--- src/rtl/reset_seq.sv ---
// Reset sequencer: synchronises async reset sources, holds all domains in reset
// until the sources are clean, then releases the domain resets one at a time.
module reset_seq #(
  parameter int unsigned NUM_OUTPUTS    = 4,
  parameter int unsigned HOLD_CYCLES    = 16,
  parameter int unsigned STAGGER_CYCLES = 4,
  parameter int unsigned SYNC_STAGES    = 2
) (
  input  logic                   clk_i,
  input  logic                   rst_i,
  input  logic                   ext_rst_i,
  input  logic                   pll_locked_i,
  input  logic                   sw_rst_i,
  output logic [NUM_OUTPUTS-1:0] rst_o,
  output logic                   ready_o,
  output logic [1:0]             state_o,
  output logic [7:0]             fault_cnt_o
);

  localparam int unsigned CNT_MAX = (HOLD_CYCLES > STAGGER_CYCLES) ? HOLD_CYCLES : STAGGER_CYCLES;
  localparam int unsigned CW      = (CNT_MAX > 1) ? $clog2(CNT_MAX) : 1;
  localparam int unsigned IW      = $clog2(NUM_OUTPUTS + 1);

  localparam logic [CW-1:0] HOLD_LAST = CW'(HOLD_CYCLES - 1);
  localparam logic [CW-1:0] STAG_LAST = CW'(STAGGER_CYCLES - 1);
  localparam logic [IW-1:0] IDX_LAST  = IW'(NUM_OUTPUTS - 1);

  typedef enum logic [1:0] {
    HOLD    = 2'd0,
    RELEASE = 2'd1,
    RUN     = 2'd2
  } state_t;

  logic [SYNC_STAGES-1:0] ext_ff;
  logic [SYNC_STAGES-1:0] lock_ff;
  logic                   fault;

  state_t                 state_q, state_d;
  logic [CW-1:0]          cnt_q, cnt_d;
  logic [IW-1:0]          idx_q, idx_d;
  logic [NUM_OUTPUTS-1:0] rst_q, rst_d;
  logic                   ready_q, ready_d;
  logic [7:0]             fcnt_q, fcnt_d;

  // Ext chain starts asserted and lock chain starts unlocked, so nothing
  // releases until both have been sampled through the full chain.
  always_ff @(posedge clk_i or posedge rst_i) begin
    if (rst_i) begin
      ext_ff  <= '1;
      lock_ff <= '0;
    end else begin
      ext_ff  <= {ext_ff[SYNC_STAGES-2:0], ext_rst_i};
      lock_ff <= {lock_ff[SYNC_STAGES-2:0], pll_locked_i};
    end
  end

  assign fault = ext_ff[SYNC_STAGES-1] | ~lock_ff[SYNC_STAGES-1] | sw_rst_i;

  always_ff @(posedge clk_i or posedge rst_i) begin
    if (rst_i) begin
      state_q <= HOLD;
      cnt_q   <= '0;
      idx_q   <= '0;
      rst_q   <= '1;
      ready_q <= 1'b0;
      fcnt_q  <= '0;
    end else begin
      state_q <= state_d;
      cnt_q   <= cnt_d;
      idx_q   <= idx_d;
      rst_q   <= rst_d;
      ready_q <= ready_d;
      fcnt_q  <= fcnt_d;
    end
  end

  always_comb begin
    state_d = state_q;
    cnt_d   = cnt_q;
    idx_d   = idx_q;
    rst_d   = rst_q;
    ready_d = ready_q;
    fcnt_d  = fcnt_q;

    unique case (state_q)
      HOLD: begin
        if (fault) begin
          cnt_d = '0;
        end else if (cnt_q == HOLD_LAST) begin
          rst_d[0] = 1'b0;
          idx_d    = IW'(1);
          cnt_d    = '0;
          if (NUM_OUTPUTS == 1) begin
            state_d = RUN;
            ready_d = 1'b1;
          end else begin
            state_d = RELEASE;
          end
        end else begin
          cnt_d = cnt_q + CW'(1);
        end
      end

      RELEASE: begin
        // A fault takes priority over a coincident stagger expiry.
        if (!fault) begin
          if (cnt_q == STAG_LAST) begin
            for (int i = 0; i < NUM_OUTPUTS; i++) begin
              if (idx_q == IW'(i)) rst_d[i] = 1'b0;
            end
            idx_d = idx_q + IW'(1);
            cnt_d = '0;
            if (idx_q == IDX_LAST) begin
              state_d = RUN;
              ready_d = 1'b1;
            end
          end else begin
            cnt_d = cnt_q + CW'(1);
          end
        end
      end

      RUN: ;

      default: state_d = HOLD;
    endcase

    if (fault && (state_q == RELEASE || state_q == RUN)) begin
      state_d = HOLD;
      cnt_d   = '0;
      idx_d   = '0;
      rst_d   = '1;
      ready_d = 1'b0;
      if (fcnt_q != 8'hFF) fcnt_d = fcnt_q + 8'd1;
    end
  end

  assign rst_o       = rst_q;
  assign ready_o     = ready_q;
  assign state_o     = state_q;
  assign fault_cnt_o = fcnt_q;

endmodule

--- config.mk ---
export PLATFORM = sky130hd
export DESIGN_NAME = reset_seq
export DESIGN_NICKNAME = d
export VERILOG_FILES = /design/src/rtl/reset_seq.sv
export SDC_FILE = /design/constraint.sdc
export NUM_CORES = 1
export LEC_CHECK = 0
export CELL_PAD_IN_SITES_DETAIL_PLACEMENT = 1
export CELL_PAD_IN_SITES_GLOBAL_PLACEMENT = 2
export CORE_MARGIN = 2
export CORE_UTILIZATION = 34
export DETAILED_ROUTE_END_ITERATION = 7
export PLACE_DENSITY = 0.78
export SLEW_MARGIN = 20
export SYNTH_ARGS = -nofsm -noshare
export SYNTH_HDL_FRONTEND = slang
export SYNTH_SLANG_ARGS = --single-unit
export TNS_END_PERCENT = 30
--- constraint.sdc ---
create_clock -name clk_i -period 1.9 [get_ports clk_i]
set_input_delay 0.57 -clock clk_i [delete_from_list [all_inputs] [get_ports clk_i]]
set_output_delay 0.57 -clock clk_i [all_outputs]
set_load 0.005 [all_outputs]
==> summary.txt, run 1 <==
CTS
  – CTS clock-pin slew for the worst setup and hold paths: 100 ps
  – CTS tree: built
  – Hold_buf cts: 0
  – Clock buffer depth: 2
  – Root Driver: clkbuf_8
  – CTS sink count: 26
  – H-tree depth: 1
  – Skew-Pair Late Insertion Delay: 270 ps
  – CTS Buf Count: 3

Synth
  – Top cells by count, synth: dfrtp_1 (20), nand2_1 (12), ha_1 (10), inv_1 (8), nor2_1 (8)
  – Mean post-synth cell area: 10.56 µm²
  – Async SR Flop Fraction: 1.000
  – Post-Syn Area: 1425 µm²
  – Register area share after synthesis: 0.4618
  – Yosys top cell area share: 0.3512
  – Synthesized net count: 150
  – Number of enable flip-flop cells after synthesis: 0
  – Post-synth top area cell: dfrtp_1
  – Synth warn: 0
  – Top FF cell, synth: dfrtp_1
  – Mapped Cells: 135
  – Yosys reg bits: 26
  – Top cells by area, synth: dfrtp_1 (35%), dfstp_2 (11%), ha_1 (8.8%)
  – Top-count cell post-synth: dfrtp_1
  – Netlist cell types: 43

Cells and area
  – Antenna Diode Count: 0
  – P&R area growth vs syn: 36.61%
  – Layout cells sized above 1: 0.2738
  – Final net count: 184
  – Post-layout util: 0.4832
  – Fill cell count: 446

Timing
  – Fin. Hold Viols: 0
  – WHS: 360.5 ps
  – Final Cycle Share: 0.9750
  – Setup-failing EPs final: 0
  – Max Transition Viols Final: 0
  – Max Clk Rate: 539.8 MHz
  – Minimum clock period: 1852 ps
  – Slew headroom: 0.7370
  – Setup slack after layout: 47.58 ps
  – Clk_skew: 5.944 ps
  – Worst-margin pin slew: 393.3 ps

Die
  – Die area: 4725 µm²
  – Height of the die: 68.74 µm
  – Core Footprint: 4029 µm²
  – FP Rows: 23
  – Initial Util: 0.3537
  – Chip width: 68.74 µm
  – Top Ports: 20

Worst setup path
  – Crit Path Category: reg -> reg
  – Reg2Reg Setup Slack: 50 ps
  – WP data arrival: 2040 ps
  – CP endpoint kind: flip-flop
  – Crit path max fanout: 9
  – Worst EP required: 2090 ps
  – CP startpoint kind: flip-flop

Detailed routing
  – Vias: 1144
  – Antenna-violating nets left: 0
  – DRT Pass-1 Iters: 4
  – 1st-iter DRT viols: 44
  – Routed WL: 3.397 mm
  – Residual DRC: 0
  – Avg WL per Cell: 15.58 µm
  – Vias/cell: 5.248

Pwr
  – Pleak: 0.0008328 µW
  – P per Cell Area: 1239 nW/µm²
  – VDD IR max: 0.0005727 V

Global route
  – Total gr overflow: 0
  – Initial antenna violation count: 0
  – First-pass GRT wire length: 5.699 mm
  – Vias in the first global route: 1243
  – Pin count of the biggest net entering global routing: 27
  – Total track usage: 0.1631

Worst hold path
  – Min-Delay Path Class: reg -> reg

Placement
  – IO buf count: 19
  – Pre-CTS setup slack: -345.9 ps
  – DP HPWL: 2.406 mm
  – GPL Wtd Cong: 0.7408

Job
  – Max-cap violations: 0

Status
  – Run status: finished, final reports clean
==> registers in the layout, summed over array words and instances (netlist names) <==
signal       count
rst_o            4
ready_o          1
fault_cnt_o      8
lock_ff          2
cnt_q            4
ext_ff           2
state_o          2
idx_q            3
==> power breakdown <==
group	switching, µW	internal (µW)	leakage, µW
Clock	184	282	0.0000357
Combinational	526	630	0.000476
Sequential	126	664	0.000321
Total	836	1580	0.000833
==> layout make-up <==
class                           count  area (µm²)  area share
Clock inverter                      1       30.03     0.01542
Timing Repair Buffer               34       312.8      0.1607
Multi-Input combinational cell     96       809.5      0.4158
Tap cell                           50       62.56     0.03213
Sequential cell                    26       660.6      0.3393
Inverter                            8       30.03     0.01542
Clock buffer                        3       41.29     0.02121
==> layout by cell type (no fill, tap or decap), types with 2 or more instances in the layout <==
cell and instances:
nand3_1 3, nor2_1 6, ha_1 8, nor2_2 2, xnor2_1 2, nor2b_1 4, dfrtp_1 18, nand2b_1 3
clkbuf_8 3, a2111oi_4 2, mux2_2 2, and3_1 5, ha_4 2, o21ai_0 4, buf_4 14, a31oi_1 3
inv_1 8, a211oi_4 2, a221oi_2 2, dfrtp_2 2, and4b_1 2, xor2_1 3, nand2_1 12, nor3b_1 2
dlymetal6s2s_1 3, dfstp_2 6, clkdlybuf4s50_1 15, a21oi_1 6
==> worst paths after layout <==
kind / startpoint / to / cells after the start
max: state_o[1] / state_o[1] / 6
min: lock_ff[0] / lock_ff[1] / 0
max reg2reg: state_o[1] / state_o[1] / 6
min reg2reg: lock_ff[0] / lock_ff[1] / 0
max in group asynchronous: rst_i / rst_o[0] / 3
min in group asynchronous: rst_i / fault_cnt_o[1] / 3
==> stage by stage <==
step,TNS [ps],cell area (µm²),power (µW),std cells
2_1_floorplan,0,1425,1308,135
3_3_place_gp,-3695,1748,1695,213
3_5_place_dp,-4290,1748,1734,213
4_1_cts,-12.49,1828,2235,217
5_1_grt,-42.59,1947,2593,218
6_report,0,1947,2412,218
==> critical path, cell delays in order, from the launching register on <==
cell and delay [ps]:
dfrtp_1 400, inv_1 140, ha_4 220, and4b_1 300, a211oi_4 80, a211o_1 340, a221oi_2 280
==> timing repair <==
item                       in CTS  in global routing
buffers inserted                0                  1
setup endpoints to repair       3                 12
pin swaps                       0                  3
hold endpoints to repair        0                  0
gates resized for setup         5                 21
==> routing by layer <==
metal / track usage / up-vias / part of all wire
li1: - / 548 / -
met1: 0.1953 / 579 / 0.43
met2: 0.2945 / 15 / 0.54
met5: 0 / - / 0
met4: 0.06127 / 0 / 0.0071
met3: 0.02273 / 2 / 0.026
==> cell families after synthesis <==
kind of cell | synth area share
and+or+nand+nor | 0.1940
AOI/OAI and AO/OA | 0.1572
DFF | 0.4618
buffers and inverters | 0.04565
adders and majority gates | 0.08780
xor gates and xnor gates | 0.03073
muxes | 0.02283
Note: power is estimated with default switching activity, not from simulation.
==> inputs of run 2 (changes only) <==
Settings changed: SETUP_SLACK_MARGIN from default to 0.5.
==> summary.txt, run 2 (synthesis gave the netlist of run 1 again) <==
Die
  – Height of the die: 68.74 µm (unchanged)
  – Initial Util: 0.3537 (unchanged)
  – Core Footprint: 4029 µm² (unchanged)
  – FP Rows: 23 (unchanged)
  – Top Ports: 20 (unchanged)
  – Die area: 4725 µm² (unchanged)
  – Chip width: 68.74 µm (unchanged)

CTS
  – H-tree depth: 1 (unchanged)
  – Root Driver: clkbuf_8 (unchanged)
  – Skew-Pair Late Insertion Delay: 270 ps (about the same)
  – CTS tree: built (unchanged)
  – CTS clock-pin slew for the worst setup and hold paths: 100 ps (about the same)
  – CTS Buf Count: 3 (unchanged)
  – CTS sink count: 26 (unchanged)
  – Clock buffer depth: 2 (unchanged)

Timing
  – RSZ-0062 raised after global routing: yes
  – Setup slack after layout: 73.95 ps (was 47.58 ps)
  – Minimum clock period: 1826 ps (was 1852 ps)
  – Setup-failing EPs final: 0 (unchanged)
  – Max Transition Viols Final: 0 (unchanged)
  – Fin. Hold Viols: 0 (unchanged)
  – Final Cycle Share: 0.9611 (was 0.9750)
  – Worst-margin pin slew: 420.4 ps (was 393.3 ps)
  – Max Clk Rate: 547.6 MHz (was 539.8 MHz)
  – Slew headroom: 0.7192 (was 0.7370)
  – Clk_skew: 8.998 ps (was 5.944 ps)

Global route
  – First-pass GRT wire length: 5.809 mm (was 5.699 mm)
  – Total gr overflow: 0 (unchanged)
  – Initial antenna violation count: 0 (unchanged)
  – Pin count of the biggest net entering global routing: 27 (unchanged)
  – Vias in the first global route: 1275 (was 1243)
  – Total track usage: 0.1646 (was 0.1631)

Detailed routing
  – Residual DRC: 0 (unchanged)
  – 1st-iter DRT viols: 25 (was 44)
  – Avg WL per Cell: 16.37 µm (was 15.58 µm)
  – Routed WL: 3.815 mm (was 3.397 mm)
  – Vias/cell: 5.193 (was 5.248)
  – Vias: 1210 (was 1144)
  – DRT Pass-1 Iters: 5 (was 4)
  – Antenna-violating nets left: 0 (unchanged)

Pwr
  – VDD IR max: 0.0006899 V (was 0.0005727 V)
  – Pwr Total: 2609 µW (was 2412 µW)
  – Pleak: 0.0009252 µW (was 0.0008328 µW)
  – P per Cell Area: 1273 nW/µm² (was 1239 nW/µm²)

Cells and area
  – Largest register FFs: 8 (unchanged)
  – Commonest cells after routing, fill and taps aside: buf_4 (27), dfrtp_1 (19), nand2_1 (11) (was dfrtp_1 (18), clkdlybuf4s50_1 (15), buf_4 (14))
  – Commonest non-fill, non-tap cell in the layout: buf_4 (was dfrtp_1)
  – P&R area growth vs syn: 43.81% (was 36.61%)
  – Antenna Diode Count: 0 (unchanged)
  – Layout cells sized above 1: 0.4317 (was 0.2738)
  – Final net count: 199 (was 184)

Worst setup path
  – Crit-path cells: inv_2 > ha_4 > and4b_1 > a211oi_2 > buf_4 > a2111oi_2 > a221oi_2 (was inv_1 > ha_4 > and4b_1 > a211oi_4 > a211o_1 > a221oi_2)
  – CP endpoint kind: flip-flop (unchanged)
  – Crit path max fanout: 7 (was 9)
  – Worst EP required: 2040 ps (was 2090 ps)
  – Crit Path Category: reg -> reg (unchanged)
  – WP data arrival: 1970 ps (was 2040 ps)
  – CP startpoint kind: flip-flop (unchanged)
  – CP max-delay cell: a2111oi_2 (was dfrtp_1)
  – CP max stage delay: 450 ps (was 400 ps)

Placement
  – IO buf count: 19 (unchanged)
  – DP HPWL: 2.418 mm (was 2.406 mm)
  – Pre-CTS setup slack: -334.3 ps (was -345.9 ps)
  – GPL Wtd Cong: 0.8397 (was 0.7408)

Job
  – Max-cap violations: 0 (unchanged)

Status
  – Run status: finished, final reports clean (unchanged)

Worst hold path
  – Min-Delay Path Class: reg -> reg (unchanged)
run 2: area by class of cell:
cell class	instances	area, µm²
clock inverter	1	30.03
timing repair buffer	49	391.6
inverter	8	30.03
multi-input combinational	96	834.6
clock buffer	3	41.29
tap	50	62.56
sequential	26	659.4
fill	449	1979
run 2: critical path: cells and delay by family, from the launching register on:
family | cells | cell delay (ps)
compound gates | 3 | 550
flops | 1 | 410
simple gates | 1 | 280
buf+inv | 2 | 260
fa+ha+maj | 1 | 190
run 2: metal layers:
metal / up-vias / GRT usage / wire [µm]
li1: 579 / - / -
met3: 6 / 0.02597 / 87
met2: 21 / 0.2969 / 2037
met5: - / 0 / 0
met4: 0 / 0.04167 / 57
met1: 604 / 0.2043 / 1632
run 2: worst paths after layout:
check | from | to | slack (ps) | cells after the start
min in group asynchronous | rst_i | fault_cnt_o[7] | 650 | 3
min | ext_ff[0] | ext_ff[1] | 360 | 0
max reg2reg | state_o[1] | state_o[1] | 70 | 7
min reg2reg | ext_ff[0] | ext_ff[1] | 360 | 0
max | state_o[1] | state_o[1] | 70 | 7
max in group asynchronous | rst_i | ext_ff[1] | 960 | 3
run 2: repair_timing:
item                       4_1_cts  5_1_grt
setup buffers                   12        9
resized for setup               33       24
gates cloned                     0        0
setup endpoints to repair       37       37
pin swaps                        5        5
hold buffers                     0        0
run 2: power breakdown:
part           switching, µW  internal (µW)  total, µW
clock                    176            282        458
combinational            650            769       1420
sequential              71.1            661        732
total                    897           1710       2610
run 2: through the flow:
| step | util | instances | setup TNS (ps) | cell area (µm²) | hold slack, ps |
|---|---|---|---|---|---|
| detailed placement | 0.4326 | 208 | -4574 | 1743 | 348.1 |
| finish | 0.5087 | 233 | 0 | 2049 | 359.8 |
| floorplan | - | 135 | 0 | 1468 | 331.2 |
| global placement | 0.4326 | 208 | -3619 | 1743 | 332.2 |
| CTS | 0.4823 | 224 | 0 | 1943 | 361.0 |
| global route | 0.5087 | 233 | 0 | 2049 | 364.4 |
